===== config.mk =====
export PLATFORM = sky130hd
export DESIGN_NAME = std_linear_sec_decoder_pipe_flat
export DESIGN_NICKNAME = d
export VERILOG_FILES = /design/src/rtl/std_sec_pkg.sv /design/src/rtl/std_linear_sec_decoder_pipe_if.sv /design/src/rtl/std_linear_sec_syndrome.sv /design/src/rtl/std_linear_sec_decoder_pipe.sv /design/src/flat_wrapper.sv
export SDC_FILE = /design/constraint.sdc
export NUM_CORES = 1
export LEC_CHECK = 0
export ABC_AREA = 1
export BUFFER_PORTS_ARGS = -buffer_cell sky130_fd_sc_hd__buf_2
export CAP_MARGIN = 10
export CORE_ASPECT_RATIO = 1.1
export CORE_MARGIN = 1.5
export CORE_UTILIZATION = 55
export DETAILED_ROUTE_END_ITERATION = 16
export PLACE_DENSITY = 0.83
export SYNTH_ARGS = -nofsm -noshare
export SYNTH_HDL_FRONTEND = slang
export SYNTH_SLANG_ARGS = --single-unit

===== constraint.sdc =====
create_clock -name i_clk -period 4.1 [get_ports i_clk]
set_input_delay 0.615 -clock i_clk [delete_from_list [all_inputs] [get_ports i_clk]]
set_output_delay 0.615 -clock i_clk [all_outputs]
set_load 0.005 [all_outputs]

===== src/rtl/std_sec_pkg.sv =====
`default_nettype none
// ============================================================================
//  Package     : std_sec_pkg
//  Description : Bit-mapping helpers shared by the SEC encoder and decoder.
//                Codeword bit k-1 carries Hamming position k (1-based).
//                Parity bits sit at power-of-two positions. Data bits fill
//                the remaining positions in ascending order.
//  Revision    : 1.0 - initial release
// ============================================================================
package std_sec_pkg;

    // True when 1-based position k holds a parity bit
    function automatic bit sec_is_parity_pos(input int k);
        return (k > 0) && ((k & (k - 1)) == 0);
    endfunction

    // Ceiling log2. Written as a loop so that it stays a constant function.
    function automatic int sec_clog2(input int k);
        for (int r = 0; r < 31; r++) begin
            if ((1 << r) >= k) begin
                return r;
            end
        end
        return 31;
    endfunction

    // Data-word index of the non-parity 1-based position k.
    // Every power of two below k holds a parity bit, so clog2(k) parity
    // slots precede k.
    function automatic int sec_data_index(input int k);
        return k - sec_clog2(k) - 1;
    endfunction

endpackage
`default_nettype wire


===== src/rtl/std_linear_sec_decoder_pipe_if.sv =====
`default_nettype none
// ============================================================================
//  Interface   : std_linear_sec_decoder_pipe_if
//  Description : Codeword input stream, decoded output stream and the
//                counter controls of the SEC decoder.
//  Ports (slave = decoder view):
//    i_valid / o_ready / i_codeword                     upstream codeword
//    o_valid / i_ready / o_word / o_syndrome
//    o_corrected / o_uncorrectable                      decoded stream
//    i_clear_count / o_corrected_count                  health counter
//  Revision    : 1.0 - initial release
// ============================================================================
interface std_linear_sec_decoder_pipe_if #(
    parameter int P     = 4,
    parameter int K     = (1 << P) - 1,
    parameter int N     = K - P,
    parameter int CNT_W = 16
);
    logic             i_valid;
    logic             o_ready;
    logic [K-1:0]     i_codeword;
    logic             o_valid;
    logic             i_ready;
    logic [N-1:0]     o_word;
    logic [P-1:0]     o_syndrome;
    logic             o_corrected;
    logic             o_uncorrectable;
    logic             i_clear_count;
    logic [CNT_W-1:0] o_corrected_count;

    // Upstream producer plus downstream consumer
    modport master (
        output i_valid, i_codeword, i_ready, i_clear_count,
        input  o_ready, o_valid, o_word, o_syndrome, o_corrected,
               o_uncorrectable, o_corrected_count
    );

    // Decoder
    modport slave (
        input  i_valid, i_codeword, i_ready, i_clear_count,
        output o_ready, o_valid, o_word, o_syndrome, o_corrected,
               o_uncorrectable, o_corrected_count
    );
endinterface
`default_nettype wire


===== src/rtl/std_linear_sec_syndrome.sv =====
`default_nettype none
// ============================================================================
//  Module      : std_linear_sec_syndrome
//  Description : Combinational syndrome generator. The syndrome is the XOR of
//                the 1-based positions of all set codeword bits. A zero
//                syndrome means no error was detected.
//  Ports       : i_codeword [K-1:0]  received codeword
//                o_syndrome [P-1:0]  syndrome
//  Revision    : 1.0 - initial release
// ============================================================================
module std_linear_sec_syndrome #(
    parameter int P = 4,
    parameter int K = (1 << P) - 1
) (
    input  wire  [K-1:0] i_codeword,
    output logic [P-1:0] o_syndrome
);

    always_comb begin
        o_syndrome = '0;
        for (int k = 0; k < K; k++) begin
            if (i_codeword[k]) begin
                o_syndrome = o_syndrome ^ P'(k + 1);
            end
        end
    end

endmodule
`default_nettype wire


===== src/rtl/std_linear_sec_decoder_pipe.sv =====
`default_nettype none
// ============================================================================
//  Module      : std_linear_sec_decoder_pipe
//  Description : Streaming single-error-correcting Hamming decoder with a
//                two-stage registered pipeline. The decoder also has a
//                saturating counter of corrected words that have been
//                delivered downstream.
//  Ports       : i_clk  clock
//                i_rst  synchronous, active-low reset
//                bus    codeword in / decoded word out / counter (slave)
//  Revision    : 1.0 - initial release
// ============================================================================
module std_linear_sec_decoder_pipe
    import std_sec_pkg::*;
#(
    parameter int P     = 4,
    parameter int K     = (1 << P) - 1,
    parameter int N     = K - P,
    parameter int CNT_W = 16
) (
    input wire i_clk,
    input wire i_rst,
    std_linear_sec_decoder_pipe_if.slave bus
);

    localparam logic [P:0] c_k_limit = (P + 1)'(K);

    logic [P-1:0]     w_syn;
    logic [N-1:0]     w_in_data;
    logic [N-1:0]     w_flip;
    logic             w_uncorr;
    logic             w_corr;
    logic             w_s2_load;
    logic             w_in_ready;

    logic             r_s1_valid;
    logic [N-1:0]     r_s1_data;
    logic [P-1:0]     r_s1_syn;

    logic             r_out_valid;
    logic [N-1:0]     r_out_word;
    logic [P-1:0]     r_out_syn;
    logic             r_out_corr;
    logic             r_out_uncorr;
    logic [CNT_W-1:0] r_count;

    std_linear_sec_syndrome #(.P(P), .K(K)) u_syndrome (
        .i_codeword (bus.i_codeword),
        .o_syndrome (w_syn)
    );

    // After the syndrome is computed, the parity bits are no longer needed.
    // Stage 1 therefore keeps only the raw data bits. Stage 2 flips the data
    // bit whose Hamming position equals the syndrome. A syndrome that points
    // at a parity position, or that points beyond K, matches no data bit.
    // In that case the data passes through unchanged.
    for (genvar k = 1; k <= K; k++) begin : g_data
        if (!sec_is_parity_pos(k)) begin : g_bit
            assign w_in_data[sec_data_index(k)] = bus.i_codeword[k-1];
            assign w_flip[sec_data_index(k)]    = (r_s1_syn == P'(k));
        end
    end

    assign w_uncorr   = ({1'b0, r_s1_syn} > c_k_limit);
    assign w_corr     = (r_s1_syn != '0) && !w_uncorr;
    assign w_s2_load  = !r_out_valid || bus.i_ready;
    assign w_in_ready = !r_s1_valid || w_s2_load;

    // Stage 1
    always_ff @(posedge i_clk) begin
        if (!i_rst) begin
            r_s1_valid <= 1'b0;
        end else if (w_in_ready) begin
            r_s1_valid <= bus.i_valid;
        end
    end

    always_ff @(posedge i_clk) begin
        if (w_in_ready && bus.i_valid) begin
            r_s1_data <= w_in_data;
            r_s1_syn  <= w_syn;
        end
    end

    // Stage 2 (output). When stage 1 is empty, the data registers hold their
    // last value and only o_valid drops.
    always_ff @(posedge i_clk) begin
        if (!i_rst) begin
            r_out_valid  <= 1'b0;
            r_out_word   <= '0;
            r_out_syn    <= '0;
            r_out_corr   <= 1'b0;
            r_out_uncorr <= 1'b0;
        end else if (w_s2_load) begin
            r_out_valid <= r_s1_valid;
            if (r_s1_valid) begin
                r_out_word   <= r_s1_data ^ w_flip;
                r_out_syn    <= r_s1_syn;
                r_out_corr   <= w_corr;
                r_out_uncorr <= w_uncorr;
            end
        end
    end

    // Corrected-word counter. A clear overrides a coincident increment.
    always_ff @(posedge i_clk) begin
        if (!i_rst) begin
            r_count <= '0;
        end else if (bus.i_clear_count) begin
            r_count <= '0;
        end else if (r_out_valid && bus.i_ready && r_out_corr && !(&r_count)) begin
            r_count <= r_count + CNT_W'(1);
        end
    end

    assign bus.o_ready           = w_in_ready;
    assign bus.o_valid           = r_out_valid;
    assign bus.o_word            = r_out_word;
    assign bus.o_syndrome        = r_out_syn;
    assign bus.o_corrected       = r_out_corr;
    assign bus.o_uncorrectable   = r_out_uncorr;
    assign bus.o_corrected_count = r_count;

endmodule
`default_nettype wire

===== src/flat_wrapper.sv =====
// flat-port wrapper written by rule: the top's interface ports become plain ports
module std_linear_sec_decoder_pipe_flat import std_sec_pkg::*;
#(
    parameter int P     = 4,
    parameter int K     = (1 << P) - 1,
    parameter int N     = K - P,
    parameter int CNT_W = 16
)
  (i_clk, i_rst, bus_i_valid, bus_i_codeword, bus_i_ready, bus_i_clear_count, bus_o_ready, bus_o_valid, bus_o_word, bus_o_syndrome, bus_o_corrected, bus_o_uncorrectable, bus_o_corrected_count);
  std_linear_sec_decoder_pipe_if #(.P(P), .K(K), .N(N), .CNT_W(CNT_W)) bus_i ();
  input wire i_clk;
  input wire i_rst;
  input wire logic [$bits(bus_i.i_valid)-1:0] bus_i_valid;
  input wire logic [$bits(bus_i.i_codeword)-1:0] bus_i_codeword;
  input wire logic [$bits(bus_i.i_ready)-1:0] bus_i_ready;
  input wire logic [$bits(bus_i.i_clear_count)-1:0] bus_i_clear_count;
  output wire logic [$bits(bus_i.o_ready)-1:0] bus_o_ready;
  output wire logic [$bits(bus_i.o_valid)-1:0] bus_o_valid;
  output wire logic [$bits(bus_i.o_word)-1:0] bus_o_word;
  output wire logic [$bits(bus_i.o_syndrome)-1:0] bus_o_syndrome;
  output wire logic [$bits(bus_i.o_corrected)-1:0] bus_o_corrected;
  output wire logic [$bits(bus_i.o_uncorrectable)-1:0] bus_o_uncorrectable;
  output wire logic [$bits(bus_i.o_corrected_count)-1:0] bus_o_corrected_count;
  assign bus_i.i_valid = bus_i_valid;
  assign bus_i.i_codeword = bus_i_codeword;
  assign bus_i.i_ready = bus_i_ready;
  assign bus_i.i_clear_count = bus_i_clear_count;
  assign bus_o_ready = bus_i.o_ready;
  assign bus_o_valid = bus_i.o_valid;
  assign bus_o_word = bus_i.o_word;
  assign bus_o_syndrome = bus_i.o_syndrome;
  assign bus_o_corrected = bus_i.o_corrected;
  assign bus_o_uncorrectable = bus_i.o_uncorrectable;
  assign bus_o_corrected_count = bus_i.o_corrected_count;
  std_linear_sec_decoder_pipe #(.P(P), .K(K), .N(N), .CNT_W(CNT_W)) u_core (.i_clk(i_clk), .i_rst(i_rst), .bus(bus_i));
endmodule

## Yosys cells after proc, flatten, opt, wreduce, memory -nomap -nowiden

Index checks and enable logic that the tools add are counted.

- Mux-type cells: 15
- Equality and inequality tests: 11
- Add/sub/neg operators: 1
- Reduce and logical (&&, ||, !) cells: 13
- Bitwise logic cells: 16

Operator list:

| operator | count |
|---|---|
| 2-to-1 mux 4 bit | 8 |
| equality test 4 bit (second input constant) | 7 |
| adder 16 x 1 -> 16 bit (second input constant) | 1 |
| AND reduction 16 bit | 1 |
| equality test 4 x 3 -> 1 bit (second input constant) | 3 |
| 2-to-1 mux 3 bit | 4 |
| NOT 2 bit | 6 |
| NOT 3 bit | 4 |
| bitwise XOR 11 bit | 1 |
| equality test 4 x 2 -> 1 bit (second input constant) | 1 |
| logical AND 1 bit | 4 |
| 2-to-1 mux 2 bit | 2 |
| NOT 4 bit | 1 |
| nonzero test 4 bit | 1 |
| zero test 1 bit | 3 |
| NOT 1 bit (first input constant) | 3 |
| logical OR 1 bit | 2 |
| AND reduction 2 bit | 1 |
| OR reduction 2 bit | 1 |
| 2-to-1 mux 1 bit | 1 |
| NOT 1 bit | 1 |

- Bits of input ports: 20
- Register bits: 49
- Output and inout bits: 35
- Logic and storage cells: 64

## Depth between registers and ports, before layout

Gate-level depths: netlist of run 1.

- Depth in word-level cells: 26
- Mapped depth: 9
- Gate-level depth less buffers: 9

## Hierarchy

A second synthesis of run 1 with hierarchy kept.

- Cell total of the unflattened synthesis: 368
- Area total of the unflattened synthesis: 2,638.8 um2

By module, submodules not included:

| module | area each (um2) | times used | cells an instance | seq. area each (um2) |
|---|---|---|---|---|
| std_linear_sec_decoder_pipe | 2,248.4 | 1 | 289 | 1,131.1 |
| std_linear_sec_syndrome | 390.4 | 1 | 79 | 0.0 |

## Worst setup path before layout of run 1

OpenSTA, ideal clock, no wires.

- Path type: input port to flip-flop
- Start point: input bus_i_codeword[6]
- End point: register u_core.r_s1_syn[1] (data pin)
- Library setup time: 252 ps
- Arrival time: 1,271 ps
- Cell stages on the path: 6
- Slack: 2,577 ps
- Required time: 3,848 ps
- Buffers on the path: 0
- Cells stage by stage: xnor2_1 > or2_2 > nand2_1 > nand2_1 > nand3b_1 > nand2_1

- Cells in the longest elaborated chain, start to end: 13

Ends and longest elaborated chain:

| element | line | text |
|---|---|---|
| from (decl) | flat_wrapper.sv:14 | `input wire logic [$bits(bus_i.i_codeword)-1:0] bus_i_codeword;` |
| 2-to-1 mux 3 bit * | std_linear_sec_syndrome.sv:22 | `if (i_codeword[k]) begin` |
| 2-to-1 mux 4 bit * (2 in a row) | std_linear_sec_syndrome.sv:22 |  |
| NOT 2 bit (no source line) | n/a |  |
| 2-to-1 mux 4 bit * | std_linear_sec_syndrome.sv:22 |  |
| NOT 3 bit (no source line) | n/a |  |
| 2-to-1 mux 4 bit * (3 in a row) | std_linear_sec_syndrome.sv:22 |  |
| NOT 3 bit (no source line) | n/a |  |
| 2-to-1 mux 4 bit * | std_linear_sec_syndrome.sv:22 |  |
| NOT 4 bit (no source line) | n/a |  |
| 2-to-1 mux 4 bit * | std_linear_sec_syndrome.sv:22 |  |
| net u_core.u_syndrome.o_syndrome[1] | std_linear_sec_syndrome.sv:16 | `output logic [P-1:0] o_syndrome` |
| to (signal assigned) | std_linear_sec_decoder_pipe.sv:81 | `r_s1_syn <= w_syn;` |
| to (decl) | std_linear_sec_decoder_pipe.sv:38 | `logic [P-1:0] r_s1_syn;` |

Mark *: on every way through the listed nets, which the timed path passes. The rest lies on a longest branch.
A chain may end at the register's enable or synchronous reset.

## Worst setup path after layout of run 1

- Start point: register u_core.r_count[0], in the netlist u_core.bus.o_corrected_count[0]
- End point: register u_core.r_count[8], in the netlist u_core.bus.o_corrected_count[8]

- Cells in the longest elaborated chain, start to end: 3
- Elaborated cells between the ends (all ways): 4
- Those cells by class: add/sub: 1; reduce/logical: 3

Ends and longest elaborated chain:

| element | line | text |
|---|---|---|
| from (decl) | std_linear_sec_decoder_pipe.sv:45 | `logic [CNT_W-1:0] r_count;` |
| from (signal assigned) | std_linear_sec_decoder_pipe.sv:112 | `r_count <= r_count + CNT_W'(1);` |
| branches (longest 3 deep; another with adder 16 x 1 -> 16 bit) | n/a |  |

Several ways; the timed one is not identified.

==> results of run 1 <==
## worst register-to-register path, stage by stage, from the launching register on
cell	delay [ns]
dfxtp_1	0.44
ha_1	0.33
nand3_2	0.13
inv_2	0.09
nand3_2	0.10
nand2_4	0.19
nand2_4	0.16
nand2_1	0.12
a21oi_1	0.06
## metal layers
| metal | routed length, um | global-route usage [%] | vias to the layer above |
|---|---|---|---|
| li1 | - | - | 1173 |
| met1 | 2560 | 30.7 | 1045 |
| met2 | 2480 | 35.5 | 80 |
| met3 | 290 | 4.48 | 10 |
| met4 | 86 | 7.33 | 0 |
| met5 | 0 | 0 | - |
## power groups by stage
stage / Sequential (uW) / Clock, uW / Combinational (uW)
after detailed placement: 565 / 0 / 151
after global placement: 563 / 0 / 145
final: 554 / 285 / 153
after floorplan: 560 / 0 / 105
after CTS: 554 / 286 / 152
after global routing: 558 / 308 / 173
## cell families (layout without fill, tap and decap cells)
family	after synthesis	count (layout)	share of synthesized area, %
AO/OA/AOI/OAI	46	46	10.7
flip-flops	49	49	43.7
adder cells (fa/ha/maj)	1	1	0.484
other	1	1	0.145
XOR/XNOR	31	31	10.5
AND/OR/NAND/NOR	156	156	26.4
buffers and inverters	45	98	7.98
## sequential cells by signal, summed over array words and instances, names as in the netlist
signal                        flops
u_core.r_s1_syn                   4
u_core.bus.o_word                11
u_core.bus.o_corrected            1
u_core.r_s1_data                 11
u_core.r_s1_valid                 1
u_core.bus.o_syndrome             4
u_core.bus.o_valid                1
u_core.bus.o_corrected_count     16
## cell type report
| class | instances | area, um^2 |
|---|---|---|
| Timing Repair Buffer | 53 | 265 |
| Sequential cell | 49 | 1130 |
| Multi-Input combinational cell | 235 | 1250 |
| Clock inverter | 3 | 22.5 |
| Fill cell | 347 | 1470 |
| Tap cell | 54 | 67.6 |
| Clock buffer | 5 | 68.8 |
| Inverter | 37 | 139 |
## Yosys cell counts
library cell	count	share of area (%)
or2_2	1	0.24
o21ai_4	1	0.63
nand2_1	82	12
nor3_1	3	0.58
nand4_1	4	0.97
nand3b_1	1	0.29
o221ai_1	7	2.4
buf_2	2	0.39
inv_2	2	0.29
o21ai_0	14	2.7
edfxtp_1	15	17
inv_1	35	5.1
dfxtp_1	34	26
clkbuf_1	2	0.29
a21oi_1	21	4.1
nand2_2	3	0.73
buf_6	2	0.87
nand3_2	2	0.77
xor2_1	6	2.0
nand2_4	2	0.87
buf_12	1	0.77
nor2_1	29	4.2
nor4_1	1	0.24
o21a_1	1	0.29
a21oi_2	2	0.68
xnor2_1	25	8.5
nor2_2	4	0.97
buf_4	1	0.29
nand3_1	24	4.6
ha_1	1	0.48
conb_1	1	0.14
## final timing paths
| check | start | endpoint | slack (ns) | cells past startpoint |
|---|---|---|---|---|
| worst max-delay path | u_core.bus.o_corrected_count[0]$_SDFFE_PP0P_ | u_core.bus.o_corrected_count[8]$_SDFFE_PP0P_ | 2.33 | 8 |
| worst min-delay path | bus_i_codeword[5] | u_core.r_s1_data[2]$_DFFE_PP_ | 0.51 | 1 |
| worst max register to register | u_core.bus.o_corrected_count[0]$_SDFFE_PP0P_ | u_core.bus.o_corrected_count[8]$_SDFFE_PP0P_ | 2.33 | 8 |
| worst min register to register | u_core.bus.o_corrected_count[1]$_SDFFE_PP0P_ | u_core.bus.o_corrected_count[1]$_SDFFE_PP0P_ | 0.53 | 2 |
## through the flow
stage / hold slack, ns / util, % / instances / worst slack [ns]
floorplan: 0.505 / - / 329 / 2.58
global placement: 0.505 / 64.7 / 428 / 2.37
detailed placement: 0.512 / 64.7 / 428 / 2.32
CTS: 0.511 / 66.7 / 436 / 2.35
global route: 0.503 / 66.7 / 436 / 2.19
finish: 0.515 / 66.7 / 436 / 2.33
==> flow_summary_export.csv, run 1 <==
group,metric,value,unit
final_layout,most-common-layout-cells,"nand2_1 (82), buf_2 (53), inv_1 (35)",
power,switchingPower,278,uW
setup_path,endpoint_kind,"flop",
power,clkPwrFrac,28.7,%
final_layout,fin_nets,402,
sta,rsz0062_at_grt,"false",
die,coreArea,0.00441,mm^2
detailed_routing,drt_iter0_markers,184,
clocking,cts_resized,0,
clocking,clk_latency,0.30,ns
power,power.density,337,mW/mm^2
clocking,postCtsHoldBufs,0,
global_route,grt_pass1_vias,1977,
detailed_routing,route.detailed.drc,0,
clocking,cts_max_level,2,
clocking,clockBufferDepth,2,
logic_synthesis,synthCells,329,
global_route,overflow,0,
final_layout,fin_area,0.00294,mm^2
logic_synthesis,ys_types,31,
clocking,cts_sinks,49,
setup_path,worstPathRequired,4.27,ns
global_route,grt_first_pass_wirelength,8610,um
logic_synthesis,synth.avg_cell_area,7.86,um^2
die,rows,25,
power,vdd_drop_max,0.211,mV
place,dpl.hpwl,4030,um
die,ios,55,
sta,relSlewSlack,61.4,%
outcome,outcome,"finished, final reports clean",
setup_path,crit_family,"simple AND/OR/NAND/NOR gates",
setup_path,path_max_fanout,16,
logic_synthesis,syn_area,0.00259,mm^2
clocking,clk_pin_slew,0.09,ns
detailed_routing,vias,2308,
sta,clock.fmax,566,MHz
min_path,hold_path.class,"primary input to flop",
sta,fin_skew,0.00544,ns
sta,setup_viol,0,
setup_path,critPathLaunchType,"flop",
die,die_h,74.9,um
power,power.share.switching,28.0,%
final_layout,insertedDiodeCount,0,
run,maxCapViolations,0,
power,seqPwrFrac,55.9,%
detailed_routing,vias_per_cell,5.29,
detailed_routing,routedWlPerCell,12.4,um
clocking,cts_buffers,5,
sta,period_minus_slack,1.77,ns
setup_path,critPathMaxStageDelay,0.44,ns
setup_path,crit_buf_inv,1,
sta,tns,0,ns
setup_path,crit_path_cell_trace,"ha_1, nand3_2, inv_2, nand3_2, nand2_4, nand2_4, nand2_1, a21oi_1",
detailed_routing,dr.pass1.iters,4,
die,die_w,68.4,um
sta,slew_violations,0,
detailed_routing,ant_nets,0,
final_layout,layout_commonest_cell,"nand2_1",
logic_synthesis,syn_nets,350,
global_route,antenna_found_initial,0,
setup_path,worstSetupPathType,"flop to flop",
power,internal-power,714,uW
clocking,cts_root_buf,"clkbuf_8",
sta,worst_slew_pin_slew,0.578,ns
power,total_power,992,uW
setup_path,slowest_stage,"dfxtp_1",
global_route,grtUsageTotal,22.4,%
place,gp_congestion,0.820,
clocking,cts_tree,"built",
power,leakage,0.00129,uW
global_route,grt_max_degree,29,
sta,timing.final.crit_share,43.1,%
sta,finalHoldViolations,0,
place,place_area,0.00285,mm^2
setup_path,arrival,1.94,ns
logic_synthesis,ys_seq_area_share,43.7,%
clocking,postCtsSetupBuffers,0,
power,combPwrFrac,15.4,%
place,place.port_buffers,53,
final_layout,drive_above_1_share,20.4,%
die,die-area,0.00512,mm^2
logic_synthesis,ys_ff_latch,49,
die,initial_core_util,58.6,%
detailed_routing,drt_wl_total,5410,um
logic_synthesis,yosys_warnings,0,
final_layout,synthToLayoutAreaGrowth,13.8,%
Note: power is estimated with default switching activity, not from simulation.
==> run 2, diff against run 1 <==
--- a/config.mk
+++ b/config.mk
@@ -5,14 +5,14 @@
 export SDC_FILE = /design/constraint.sdc
 export NUM_CORES = 1
 export LEC_CHECK = 0
-export ABC_AREA = 1
+export ABC_AREA = 0
 export BUFFER_PORTS_ARGS = -buffer_cell sky130_fd_sc_hd__buf_2
 export CAP_MARGIN = 10
 export CORE_ASPECT_RATIO = 1.1
 export CORE_MARGIN = 1.5
-export CORE_UTILIZATION = 55
+export CORE_UTILIZATION = 48
 export DETAILED_ROUTE_END_ITERATION = 16
-export PLACE_DENSITY = 0.83
+export PLACE_DENSITY = 0.78
 export SYNTH_ARGS = -nofsm -noshare
 export SYNTH_HDL_FRONTEND = slang
 export SYNTH_SLANG_ARGS = --single-unit
==> constraint.sdc (replaced) <==
create_clock -name i_clk -period 1.4 [get_ports i_clk]
set_input_delay 0.21 -clock i_clk [delete_from_list [all_inputs] [get_ports i_clk]]
set_output_delay 0.21 -clock i_clk [all_outputs]
set_load 0.005 [all_outputs]
==> run 2 against run 1 <==
- the run now ends with negative setup slack left
- non-clock buffer count increased by 54
- clock power rose to 3.9 times the previous value
- clock-buffer cell count rose by 1
- largest cell class unchanged
==> flow_summary_export.csv, run 2 <==
group,metric,value,unit
power,power.density,982,mW/mm^2
final_layout,fin_util,74.9,%
die,initial_core_util,50.9,%
die,rows,26,
place,place.port_buffers,53,
power,seqPwrFrac,46.9,%
setup_path,critPathMaxStageDelay,0.47,ns
outcome,failed_checks,"negative setup slack",
sta,period_minus_slack,1.55,ns
global_route,overflow,0,
final_layout,most-common-layout-cells,"buf_2 (53), buf_4 (46), xnor2_1 (26)",
logic_synthesis,synth-edff-count,15,
final_layout,largest_reg_flops,16,
logic_synthesis,syn_area,0.00240,mm^2
logic_synthesis,yosysMostFrequentCell,"dfxtp_1",
final_layout,fin_nets,355,
sta,timing.final.crit_share,111,%
min_path,hp-start,"bus_i_codeword[8]",
place,place_area,0.00314,mm^2
setup_path,worstReg2RegEnd,"u_core.bus.o_corrected_count[6]$_SDFFE_PP0P_",
power,clkPwrFrac,31.9,%
logic_synthesis,synth_compound_area_share,10.8,%
setup_path,critPathLaunchType,"flop",
setup_path,worstPathRequired,1.63,ns
die,ios,55,
final_layout,insertedDiodeCount,0,
sta,fin_skew,0.00462,ns
sta,rsz0062_at_grt,"true",
sta,slew_violations,0,
detailed_routing,drt_iter0_markers,103,
die,die-area,0.00544,mm^2
logic_synthesis,syn_nets,255,
logic_synthesis,synth_top_area_cell,"dfxtp_1",
power,vdd_drop_max,0.659,mV
die,coreArea,0.00472,mm^2
clocking,cts_root_buf,"clkbuf_8",
logic_synthesis,synthMuxAreaShare,3.75,%
place,post-place-ws,-0.127,ns
power,combPwrFrac,21.2,%
setup_path,crit_family,"simple AND/OR/NAND/NOR gates",
global_route,grt_pass1_vias,2076,
logic_synthesis,synth-xor-area-share,12.0,%
final_layout,layout_commonest_cell,"buf_2",
clocking,postCtsHoldBufs,0,
logic_synthesis,synth_top_family_by_area,"simple AND/OR/NAND/NOR gates",
detailed_routing,drt_wl_total,6130,um
detailed_routing,dr.pass1.iters,4,
logic_synthesis,ys_types,39,
logic_synthesis,ys_ff_latch,49,
clocking,clk_latency,0.30,ns
clocking,cts_buffers,5,
logic_synthesis,synthArstFlopShare,0,%
place,dp.cells,371,
detailed_routing,ant_nets,0,
logic_synthesis,synthAdderAreaFrac,0.521,%
detailed_routing,routedWlPerCell,15.7,um
logic_synthesis,synthCells,234,
final_layout,synthToLayoutAreaGrowth,47.0,%
clocking,cts_max_level,2,
global_route,grt_first_pass_wirelength,9210,um
setup_path,reg2reg_from,"u_core.bus.o_corrected_count[0]$_SDFFE_PP0P_",
clocking,cts_tree,"built",
final_layout,instances_no_fill,391,
logic_synthesis,synth_top_area_share,28.3,%
global_route,grt_max_degree,29,
clocking,clk_pin_slew,0.09,ns
global_route,grtUsageTotal,21.3,%
power,power.share.switching,25.1,%
die,die_w,70.5,um
logic_synthesis,synth-simple-area-share,22.6,%
setup_path,slowest_stage,"or4_1",
sta,tns,-1.96,ns
sta,worst_slew_pin_slew,0.491,ns
logic_synthesis,ys_seq_area_share,47.1,%
logic_synthesis,yosys_warnings,0,
power,internal-power,2600,uW
min_path,hold_path.class,"primary input to flop",
setup_path,arrival,1.78,ns
detailed_routing,vias,2212,
run,maxCapViolations,0,
logic_synthesis,synth_common_cells,"dfxtp_1 (34), xnor2_1 (26), nand2_1 (24), edfxtp_1 (15), o211a_1 (12)",
detailed_routing,route.detailed.drc,0,
logic_synthesis,synth.top_cells.by_area,"dfxtp_1 (28%), edfxtp_1 (19%), xnor2_1 (9.5%), o211a_1 (5.0%), mux2i_1 (3.8%)",
power,leakage,0.00151,uW
final_layout,drive_above_1_share,49.6,%
power,switchingPower,869,uW
clocking,clockBufferDepth,2,
setup_path,crit_buf_inv,1,
setup_path,endpoint_kind,"flop",
final_layout,fin_area,0.00353,mm^2
sta,relSlewSlack,67.0,%
setup_path,crit_path_cell_trace,"ha_4, nand3_4, nor4_4, buf_4, or4_1, a21oi_1",
logic_synthesis,synth_top_flop_cell,"dfxtp_1",
sta,finalHoldViolations,0,
place,dpl.hpwl,4050,um
setup_path,worstSetupPathType,"flop to flop",
logic_synthesis,synth.avg_cell_area,10.3,um^2
setup_path,path_max_fanout,6,
min_path,holdPathStages,1,
outcome,outcome,"finished, violations left",
sta,setup_viol,21,
detailed_routing,vias_per_cell,5.66,
setup_path,rr_worst_depth,6,
clocking,cts_sinks,49,
global_route,antenna_found_initial,0,
place,gp_congestion,0.865,
setup_path,reg2reg_slack,-0.15,ns
die,die_h,77.2,um
min_path,whs_endpoint,"u_core.r_s1_data[4]$_DFFE_PP_",
sta,layout_setup_ws,-0.147,ns
sta,clock.fmax,646,MHz
==> run 2: cell types whose count changed after synthesis, moves of 11 or more <==
cell / before / now
nand2_1: 82 / 24
inv_1: 35 / 4
nor2_1: 29 / 4
nand3_1: 24 / 8
o211a_1: 0 / 12
o21ai_0: 14 / 3
==> run 2: worst max path at each step <==
stage	startpoint	end	slack, ns	cells after the start
6_report	u_core.bus.o_corrected_count[0]$_SDFFE_PP0P_	u_core.bus.o_corrected_count[6]$_SDFFE_PP0P_	-0.15	6
5_1_grt	u_core.bus.o_corrected_count[0]$_SDFFE_PP0P_	u_core.bus.o_corrected_count[2]$_SDFFE_PP0P_	-0.24	6
4_1_cts	u_core.bus.o_corrected_count[0]$_SDFFE_PP0P_	u_core.bus.o_corrected_count[4]$_SDFFE_PP0P_	-0.13	6
3_5_place_dp	u_core.bus.o_corrected_count[1]$_SDFFE_PP0P_	u_core.bus.o_corrected_count[4]$_SDFFE_PP0P_	-0.13	6
3_3_place_gp	u_core.bus.o_corrected_count[5]$_SDFFE_PP0P_	u_core.bus.o_corrected_count[15]$_SDFFE_PP0P_	-0.1	4
2_1_floorplan	u_core.bus.o_corrected_count[4]$_SDFFE_PP0P_	u_core.bus.o_corrected_count[14]$_SDFFE_PP0P_	-0.07	4
==> run 2: worst reg2reg max path, cell delays in order, from the launching register on <==
cell     delay (ns)
dfxtp_4        0.37
ha_4           0.17
nand3_4        0.12
nor4_4         0.08
buf_4          0.14
or4_1          0.47
a21oi_1        0.13
==> run 2: metrics by stage <==
step / hold WS, ns / total power (uW)
2_1_floorplan: 0.309 / 2020
3_3_place_gp: 0.412 / 2220
3_5_place_dp: 0.414 / 2240
4_1_cts: 0.0962 / 3360
5_1_grt: 0.0925 / 3610
6_report: 0.107 / 3470
==> run 2: cell type report <==
| class | instances | area, um^2 |
|---|---|---|
| Timing Repair Buffer | 107 | 714 |
| Clock inverter | 2 | 35.0 |
| Tap cell | 56 | 70.1 |
| Sequential cell | 49 | 1170 |
| Fill cell | 335 | 1190 |
| Clock buffer | 6 | 93.8 |
| Multi-Input combinational cell | 167 | 1430 |
| Inverter | 4 | 15.0 |
==> run 2: cell families (layout without fill, tap and decap cells) <==
kind of cell | after synthesis | in the layout
other | 1 | 1
AOI/OAI and AO/OA | 35 | 35
buffers and inverters | 18 | 119
and+or+nand+nor | 88 | 88
DFF | 49 | 49
adders and majority gates | 1 | 1
xor gates and xnor gates | 33 | 33
muxes | 9 | 9
==> run 2: timing repair <==
| item | 4_1_cts | 5_1_grt |
|---|---|---|
| setup endpoints to repair | 34 | 27 |
| buffers inserted | 5 | 9 |
| pin swaps | 9 | 7 |
| resized for setup | 16 | 21 |
==> run 2: layer usage <==
| metal | GRT usage (%) | wire [um] | share of wire (%) |
|---|---|---|---|
| met1 | 23.1 | 2330 | 38 |
| met2 | 39.6 | 3370 | 55 |
| met3 | 3.94 | 271 | 4.4 |
| met4 | 9.62 | 159 | 2.6 |
| met5 | 0 | 0 | 0 |
==> run 2: power groups by stage <==
stage / combinational (uW) / clock [uW] / sequential (uW)
4_1_cts: 569 / 1140 / 1660
3_3_place_gp: 536 / 0 / 1680
3_5_place_dp: 553 / 0 / 1680
6_report: 735 / 1110 / 1630
5_1_grt: 794 / 1180 / 1640
2_1_floorplan: 382 / 0 / 1640
